$ cat config.mk
export PLATFORM = sky130hd
export DESIGN_NAME = stopwatch_ctrl
export DESIGN_NICKNAME = d
export VERILOG_FILES = /design/src/rtl/stopwatch_ctrl.sv
export SDC_FILE = /design/constraint.sdc
export NUM_CORES = 1
export LEC_CHECK = 0
export ABC_AREA = 1
export CORE_UTILIZATION = 30
export CTS_CLUSTER_DIAMETER = 30
export DETAILED_ROUTE_END_ITERATION = 8
export PLACE_DENSITY = 0.5
export SLEW_MARGIN = 20
export SYNTH_ARGS = -nofsm -noshare
export SYNTH_HDL_FRONTEND = slang
export SYNTH_SLANG_ARGS = --single-unit
$ cat constraint.sdc
create_clock -name CLK -period 2.5 [get_ports CLK]
set_input_delay 0.75 -clock CLK [delete_from_list [all_inputs] [get_ports CLK]]
set_output_delay 0.75 -clock CLK [all_outputs]
set_load 0.02 [all_outputs]
$ cat src/rtl/stopwatch_ctrl.sv
// Stopwatch control sequencer: debounced start/clear/lap events, 4-state FSM, counter enable/clear,
// display freeze and gated tick. Optional lap feature compiled in with LAP_EN.
module stopwatch_ctrl #(
    parameter int DEBOUNCE_CYCLES = 20000,
    parameter int TICK_DIV        = 1000000
) (
    input  logic       CLK,
    input  logic       RST,
    input  logic       BTN_START,
    input  logic       BTN_CLEAR,
    input  logic       BTN_LAP,
    output logic       run_en,
    output logic       tick,
    output logic       cnt_clr,
    output logic       lap_hold,
    output logic [1:0] state
);
    typedef enum logic [1:0] {
        ST_IDLE  = 2'b00,
        ST_RUN   = 2'b01,
        ST_PAUSE = 2'b10,
        ST_LAP   = 2'b11
    } state_t;

`ifdef LAP_EN
    localparam int NB = 3;
`else
    localparam int NB = 2;
`endif
    localparam int CW = $clog2(DEBOUNCE_CYCLES);
    localparam int PW = $clog2(TICK_DIV);
    localparam logic [CW-1:0] DB_LAST  = CW'(DEBOUNCE_CYCLES - 1);
    localparam logic [PW-1:0] PRE_LAST = PW'(TICK_DIV - 1);

    logic [NB-1:0] btn_raw_s;
    logic [NB-1:0] sync1_q, sync2_q, lvl_q, lvl_prev_q, press_q;
    logic [CW-1:0] db_cnt_q [NB];
    logic [PW-1:0] pre_q;
    state_t        state_q, state_d;
    logic          clr_d, start_ev_s, clear_ev_s, lap_ev_s, running_s, lap_d;

`ifdef LAP_EN
    assign btn_raw_s = {BTN_LAP, BTN_CLEAR, BTN_START};
    assign lap_ev_s  = press_q[2];
`else
    logic unused_lap_s;
    assign unused_lap_s = BTN_LAP;
    assign btn_raw_s    = {BTN_CLEAR, BTN_START};
    assign lap_ev_s     = 1'b0;
`endif
    assign start_ev_s = press_q[0];
    assign clear_ev_s = press_q[1];
    assign running_s  = (state_q == ST_RUN) || (state_q == ST_LAP);
    assign state      = state_q;

    // Button front end: synchronizer, stability counter, accepted level and rising-edge event.
    always_ff @(posedge CLK) begin
        if (RST) begin
            sync1_q    <= {NB{1'b0}};
            sync2_q    <= {NB{1'b0}};
            lvl_q      <= {NB{1'b0}};
            lvl_prev_q <= {NB{1'b0}};
            press_q    <= {NB{1'b0}};
            for (int i = 0; i < NB; i++) begin
                db_cnt_q[i] <= {CW{1'b0}};
            end
        end else begin
            sync1_q    <= btn_raw_s;
            sync2_q    <= sync1_q;
            lvl_prev_q <= lvl_q;
            press_q    <= lvl_q & ~lvl_prev_q;
            for (int i = 0; i < NB; i++) begin
                if (sync2_q[i] == lvl_q[i]) begin
                    db_cnt_q[i] <= {CW{1'b0}};
                end else if (db_cnt_q[i] == DB_LAST) begin
                    lvl_q[i]    <= sync2_q[i];
                    db_cnt_q[i] <= {CW{1'b0}};
                end else begin
                    db_cnt_q[i] <= db_cnt_q[i] + CW'(1);
                end
            end
        end
    end

    // Next-state decode; each event is honoured only where it is legal, clear > start > lap.
    always_comb begin
        state_d = state_q;
        clr_d   = 1'b0;
        case (state_q)
            ST_IDLE: begin
                if (clear_ev_s) begin
                    clr_d = 1'b1;
                end else if (start_ev_s) begin
                    state_d = ST_RUN;
                end else begin
                    state_d = ST_IDLE;
                end
            end
            ST_RUN: begin
                if (start_ev_s) begin
                    state_d = ST_PAUSE;
                end else if (lap_ev_s) begin
                    state_d = ST_LAP;
                end else begin
                    state_d = ST_RUN;
                end
            end
            ST_LAP: begin
                if (start_ev_s) begin
                    state_d = ST_PAUSE;
                end else if (lap_ev_s) begin
                    state_d = ST_RUN;
                end else begin
                    state_d = ST_LAP;
                end
            end
            ST_PAUSE: begin
                if (clear_ev_s) begin
                    state_d = ST_IDLE;
                    clr_d   = 1'b1;
                end else if (start_ev_s) begin
                    state_d = ST_RUN;
                end else begin
                    state_d = ST_PAUSE;
                end
            end
            default: begin
                state_d = ST_IDLE;
            end
        endcase
    end

`ifdef LAP_EN
    assign lap_d = (state_d == ST_LAP);
`else
    assign lap_d = 1'b0;
`endif

    // State, outputs decoded from the next state, and the phase-preserving tick prescaler.
    always_ff @(posedge CLK) begin
        if (RST) begin
            state_q  <= ST_IDLE;
            run_en   <= 1'b0;
            lap_hold <= 1'b0;
            cnt_clr  <= 1'b0;
            tick     <= 1'b0;
            pre_q    <= {PW{1'b0}};
        end else begin
            state_q  <= state_d;
            run_en   <= (state_d == ST_RUN) || (state_d == ST_LAP);
            lap_hold <= lap_d;
            cnt_clr  <= clr_d;
            tick     <= running_s && (pre_q == PRE_LAST);
            if ((state_d == ST_IDLE) || clr_d) begin
                pre_q <= {PW{1'b0}};
            end else if (running_s) begin
                pre_q <= (pre_q == PRE_LAST) ? {PW{1'b0}} : pre_q + PW'(1);
            end else begin
                pre_q <= pre_q;
            end
        end
    end
endmodule

==> run metrics, run 1 <==
I/O Buffers=8; postcts setup bufs=0; unrepaired setup endpoints after global routing=false; Worst Setup Start Kind=flop; I/O pins=11; CTS buffer count=9; post-synthesis xor/xnor area fraction=0.0277; Final Util=0.368; vias per cell=4.46; Initial Utilization=0.314; largest area contributor in the netlist=edfxtp_1; Antenna Nets Post-Route=0; ANT cells=0; clk_skew=around 5.0 ps; Reg area=1600 sq um; clock sinks=65; Hold Violations, Final=0; global-route usage over all layers=0.133; Reg2Reg Depth=8; crit path kind=flop to output pin; ranking of synthesized cells by area=edfxtp_1 (26%), dfxtp_1 (20%), nand2_1 (10%); via count=approximately 2800; post-synthesis sequential area ratio=0.461; Design Area, Final=approximately 4100 sq um; post-synthesis mux area share=0.00288; TNS Setup=0 ps; Cell Rows=38; arrival time of the worst setup path=roughly 1300 ps; largest family of logic cells by synthesized area=simple AND/OR/NAND/NOR gates; hold path depth=1; H-tree depth=3; crit-path cells=clkdlybuf4s50_1; startpoint of the worst hold path=lvl_prev_q[0]$_SDFF_PP0_; flop2flop setup slack=around 800 ps; Synth top area share=0.259; max-slew violations=0; post-CTS sizing=0; final setup fails=0; final wirelength=about 6900 um; asr flop ratio synth=0; CTS tree=done; Routed wire per std cell=around 11 um; power density over cell area=just under 600 nW/um^2; Core ar.=approximately 11000 sq um; Crit path required time=~1800 ps; Synth Area in Compound Gates=0.0533; maximum capacitance violations=0; clk_lat worst skew=around 330 ps; R2R Path End=db_cnt_q[0][2]$_SDFFCE_PN0P_; placed cell count=roughly 620; root buf cell=clkbuf_16; synthesized flop and latch total=between 60 and 70; simple-gate share of the synthesized area=0.364; DRC viols=0; yosys warns=0; Final Non-Filler Cells=637; hold buffers post-CTS=0; Multi-input gate area=roughly 1700 sq um; Critical Path Max Stage Delay=610 ps; fraction of the cycle the final worst path needs=0.818; clk slew on worst S/H paths=around 50 ps; vias in the first global route=~2700; ys flop type=dfxtp_1; worst min path class=flop to flop; Synth Instances=448; DP HPWL=5090 um; CP Capture Type=output pin; ratio of cells with drive above 1 in the final layout=0.0905; Critical Path Slowest Stage Cell=clkdlybuf4s50_1; crit path max fanout=2; synth unique cells=37; run status=finished clean; CP bufs+invs=1; Nets=500; Leakage=0.00154 uW; Synth Area per Inst=roughly 7.8 sq um; synthesized area=around 3500 sq um; Max rail drop VDD=roughly 0.32 mV; Min-Delay Endpoint=press_q[0]$_SDFF_PP0_; min Tclk post-route=between 2000 and 2500 ps; number of flops mapped to enable cells by yosys=30; Area Overhead vs Synth=17.3%; Fmax=between 400 and 500 MHz; Fillers=approximately 1200; drt first pass iters=4; Crit path max-delay family=buffers and inverters; first-pass GRT wire length=12000 um; gr ovfl total=0; Die H=between 100 and 150 um; Adder-Cell Fraction of Synth Area=0.0108; dpl cell area=3810 sq um; full die area=~12000 sq um; reg2reg start=db_cnt_q[0][0]$_SDFFCE_PN0P_; largest net degree at the start of global routing=15; placer congestion estimate=0.815; clk buf depth=2; DRT iter0 DRCs=between 150 and 200; initial antenna violation count=0; chip width=about 110 um
[per-stage QoR]
stage / hold slack [ps] / setup WS, ps / power [uW]
final: 385 / 455 / 2360
after global routing: 397 / 380 / 2450
after CTS: 391 / 429 / 2410
after detailed placement: 388 / 233 / 1240
after global placement: 379 / 256 / 1240
after floorplan: 373 / 905 / 1230
[layout make-up]
cell class	count	area share
flip-flops and latches	65	0.393
multi-input cells	347	0.419
inverters	59	0.0562
clock buffers	13	0.0614
well taps	140	0.0430
clock inverters	3	0.00399
repair buffers	10	0.0233
[state kept, by name, indices dropped and copies added (netlist names)]
register	cells
pre_q	20
cnt_clr	1
lvl_q	2
sync1_q	2
state	2
tick	1
press_q	2
sync2_q	2
db_cnt_q	30
lvl_prev_q	2
run_en	1
[how the worst max path moves through the flow]
stage                             start                            end  cells past startpoint
global route        state[0]$_SDFF_PP0_                       state[0]                      1
global placement                    RST   db_cnt_q[0][2]$_SDFFCE_PN0P_                      6
finish              state[0]$_SDFF_PP0_                       state[0]                      1
detailed placement                  RST   db_cnt_q[0][2]$_SDFFCE_PN0P_                      6
CTS                 state[1]$_SDFF_PP0_                       state[1]                      1
floorplan                           RST  db_cnt_q[0][13]$_SDFFCE_PN0P_                      6
[metal layers]
metal / track usage / share of wire / up-vias
li1: - / - / 1517
met1: 0.165 / 0.49 / 1258
met2: 0.211 / 0.45 / 52
met3: 0.0356 / 0.042 / 14
met4: 0.0676 / 0.019 / 0
met5: 0 / 0 / -
[power breakdown]
group          internal (uW)  total, uW  switching (uW)  leakage, uW
registers               1140       1150            17.8     0.000592
clock network            693       1140             448     0.000127
logic                   21.8       68.3            46.5     0.000818
[synth_stat cells (all sizes together) (3+ instances only)]
| master | instances |
|---|---|
| inv | 59 |
| a21oi | 22 |
| xor2 | 11 |
| nor2 | 87 |
| nand2 | 100 |
| nand4 | 16 |
| buf | 4 |
| o21ai | 8 |
| ha | 3 |
| nand3 | 40 |
| dfxtp | 35 |
| or2 | 3 |
| nor3 | 18 |
| edfxtp | 30 |
[cell usage in the layout, fill, tap and decap left out, drive strengths merged, types with 3 or more instances in the layout]
cell type,n
clkdlybuf4s50,8
nor2,87
ha,3
inv,59
a21oi,22
edfxtp,30
xor2,11
nor3,18
o21ai,8
dfxtp,35
nand3,40
nand2,100
nand4,16
conb,31
clkbuf,13
or2,3
[cell families after synthesis]
logic type                 count (synthesis)
buffers and inverters                     65
muxes                                      1
xor gates and xnor gates                  11
AOI/OAI and AO/OA                         33
adders and majority gates                  3
DFF                                       65
other                                      2
and+or+nand+nor                          268
[worst reg2reg max path, delay by kind of cell (launching register included)]
family	cells	cell delay, ps
fa+ha+maj	1	180
simple gates	6	780
buf+inv	1	100
flops	1	380
No activity file was read; power rests on OpenSTA's default activity.
==> run 2, diff against run 1 <==
--- a/config.mk
+++ b/config.mk
@@ -9,7 +9,7 @@
 export CORE_UTILIZATION = 30
 export CTS_CLUSTER_DIAMETER = 30
 export DETAILED_ROUTE_END_ITERATION = 8
-export PLACE_DENSITY = 0.5
+export PLACE_DENSITY = 0.51
 export SLEW_MARGIN = 20
 export SYNTH_ARGS = -nofsm -noshare
 export SYNTH_HDL_FRONTEND = slang
==> constraint.sdc (replaced) <==
create_clock -name CLK -period 1.79 [get_ports CLK]
set_input_delay 0.537 -clock CLK [delete_from_list [all_inputs] [get_ports CLK]]
set_output_delay 0.537 -clock CLK [all_outputs]
set_load 0.02 [all_outputs]
==> run 2 against run 1 <==
Power up 49%. Utilization up 0.82 points. Sequential share of layout area down 0.86 points. Clock power up 60%. First-iteration DRC count down 25%. Critical path type unchanged. Highest routed layer unchanged.
==> run metrics, run 2 (same netlist as run 1, synthesis figures left out) <==
DRC viols=0; min Tclk post-route=approximately 1800 ps; CP bufs+invs=1; Core ar.=~11000 sq um; maximum capacitance violations=0; final setup fails=0; I/O pins=11; clk slew on worst S/H paths=60 ps; Hold Violations, Final=0; ratio of cells with drive above 1 in the final layout=0.107; full die area=12000 sq um; Reg with most FFs=db_cnt_q; via count=~2900; Leakage=roughly 0.0016 uW; clk buf depth=2; DR WL met3=between 200 and 250 um; Routed wire per std cell=about 11 um; Cell Rows=38; DP HPWL=4990 um; metal1 wirelength=roughly 3200 um; I/O Buffers=8; Reg power frac=0.457; max-slew violations=0; Nets=between 500 and 600; global-route usage over all layers=0.127; sw frac=0.213; Max rail drop VDD=roughly 0.56 mV; Clock power frac=0.515; Crit path max-delay family=buffers and inverters; Initial Utilization=0.314; placer congestion estimate=roughly 0.8; DRT iter0 DRCs=between 100 and 150; clock sinks=65; commonest non-fill, non-tap cell in the layout=nand2_1; Antenna Nets Post-Route=0; Fmax=567 MHz; highest metal used=met4; Logic pwr share=0.029; Area Overhead vs Synth=19.9%; vias per cell=~4.5; pre-CTS setup slack=-164 ps; power density over cell area=approximately 850 nW/um^2; arrival time of the worst setup path=1230 ps; largest net degree at the start of global routing=15; drt first pass iters=4; Fin Hold WS=roughly 390 ps; setup slack after layout=between 20 and 30 ps; crit path max fanout=1; ANT cells=0; CTS buffer count=9; first-pass GRT wire length=11500 um; Worst Setup Start Kind=flop; chip width=between 100 and 150 um; crit path kind=flop to output pin; crit-path cells=clkdlybuf4s50_1; sw power=753 uW; postcts setup bufs=0; Die H=between 100 and 150 um; P_int=between 2000 and 3000 uW; gr ovfl total=0; max reg flops=30; initial antenna violation count=0; Critical Path Max Stage Delay=between 500 and 600 ps; largest registers=db_cnt_q: 30 flops, pre_q: 20 flops; vias in the first global route=2559; CP Capture Type=output pin; run status=finished clean; worst min path class=flop to flop; root buf cell=clkbuf_16; unrepaired setup endpoints after global routing=false; Crit path required time=1250 ps; Fillers=~1100; H-tree depth=3; clk_lat worst skew=340 ps; Critical Path Slowest Stage Cell=clkdlybuf4s50_1; clk_skew=slightly above 7 ps; leading cell types in the layout, fill and taps excluded=nand2_1 (93), nor2_1 (81), inv_1 (52); CTS tree=done; final wirelength=6760 um; fraction of the cycle the final worst path needs=0.985; met2 wire length=3170 um
run 2: layout make-up:
type	count	area [sq um]	area share
inverter	59	229	0.0549
clock inverter	4	51.3	0.0123
tap	140	175	0.0420
multi-input combinational	347	1720	0.412
sequential	65	1600	0.384
clock buffer	12	256	0.0615
timing repair buffer	16	135	0.0324
run 2: worst paths after layout:
kind	depth (start not counted)	slack (ps)	start	to
setup / recovery	1	30	run_en$_SDFF_PP0_	run_en
setup reg to reg	7	160	db_cnt_q[1][0]$_SDFFCE_PN0P_	db_cnt_q[1][14]$_SDFFCE_PN0P_
hold reg to reg	1	390	lvl_prev_q[1]$_SDFF_PP0_	press_q[1]$_SDFF_PP0_
hold / removal	1	390	lvl_prev_q[1]$_SDFF_PP0_	press_q[1]$_SDFF_PP0_
run 2: what timing repair did:
action | 4_1_cts | 5_1_grt
hold buffers | 0 | 0
cloned | 0 | 0
gates resized for setup | 4 | 2
endpoints found under the setup margin | 4 | 27
run 2: stage by stage:
stage / total power, uW / utilization / std cells / TNS, ps / area, sq um
3_3_place_gp: 1740 / 0.348 / 627 / -2220 / 3850
3_5_place_dp: 1740 / 0.348 / 627 / -2570 / 3850
4_1_cts: 3570 / 0.375 / 643 / 0 / 4160
2_1_floorplan: 1710 / - / 477 / 0 / 3580
5_1_grt: 3650 / 0.376 / 643 / 0 / 4170
6_report: 3530 / 0.376 / 643 / 0 / 4170
run 2: metal layers:
metal | vias up | GRT usage
met5 | - | 0
met4 | 0 | 0.0543
met3 | 12 | 0.0373
met2 | 34 | 0.203
met1 | 1288 | 0.160
li1 | 1531 | -
run 2: power groups by stage:
stage	clock network, uW	logic, uW	registers (uW)
6_report	1820	101	1610
5_1_grt	1910	119	1620
2_1_floorplan	0	76.6	1640
3_3_place_gp	0	99.0	1640
4_1_cts	1860	100	1610
3_5_place_dp	0	99.5	1640
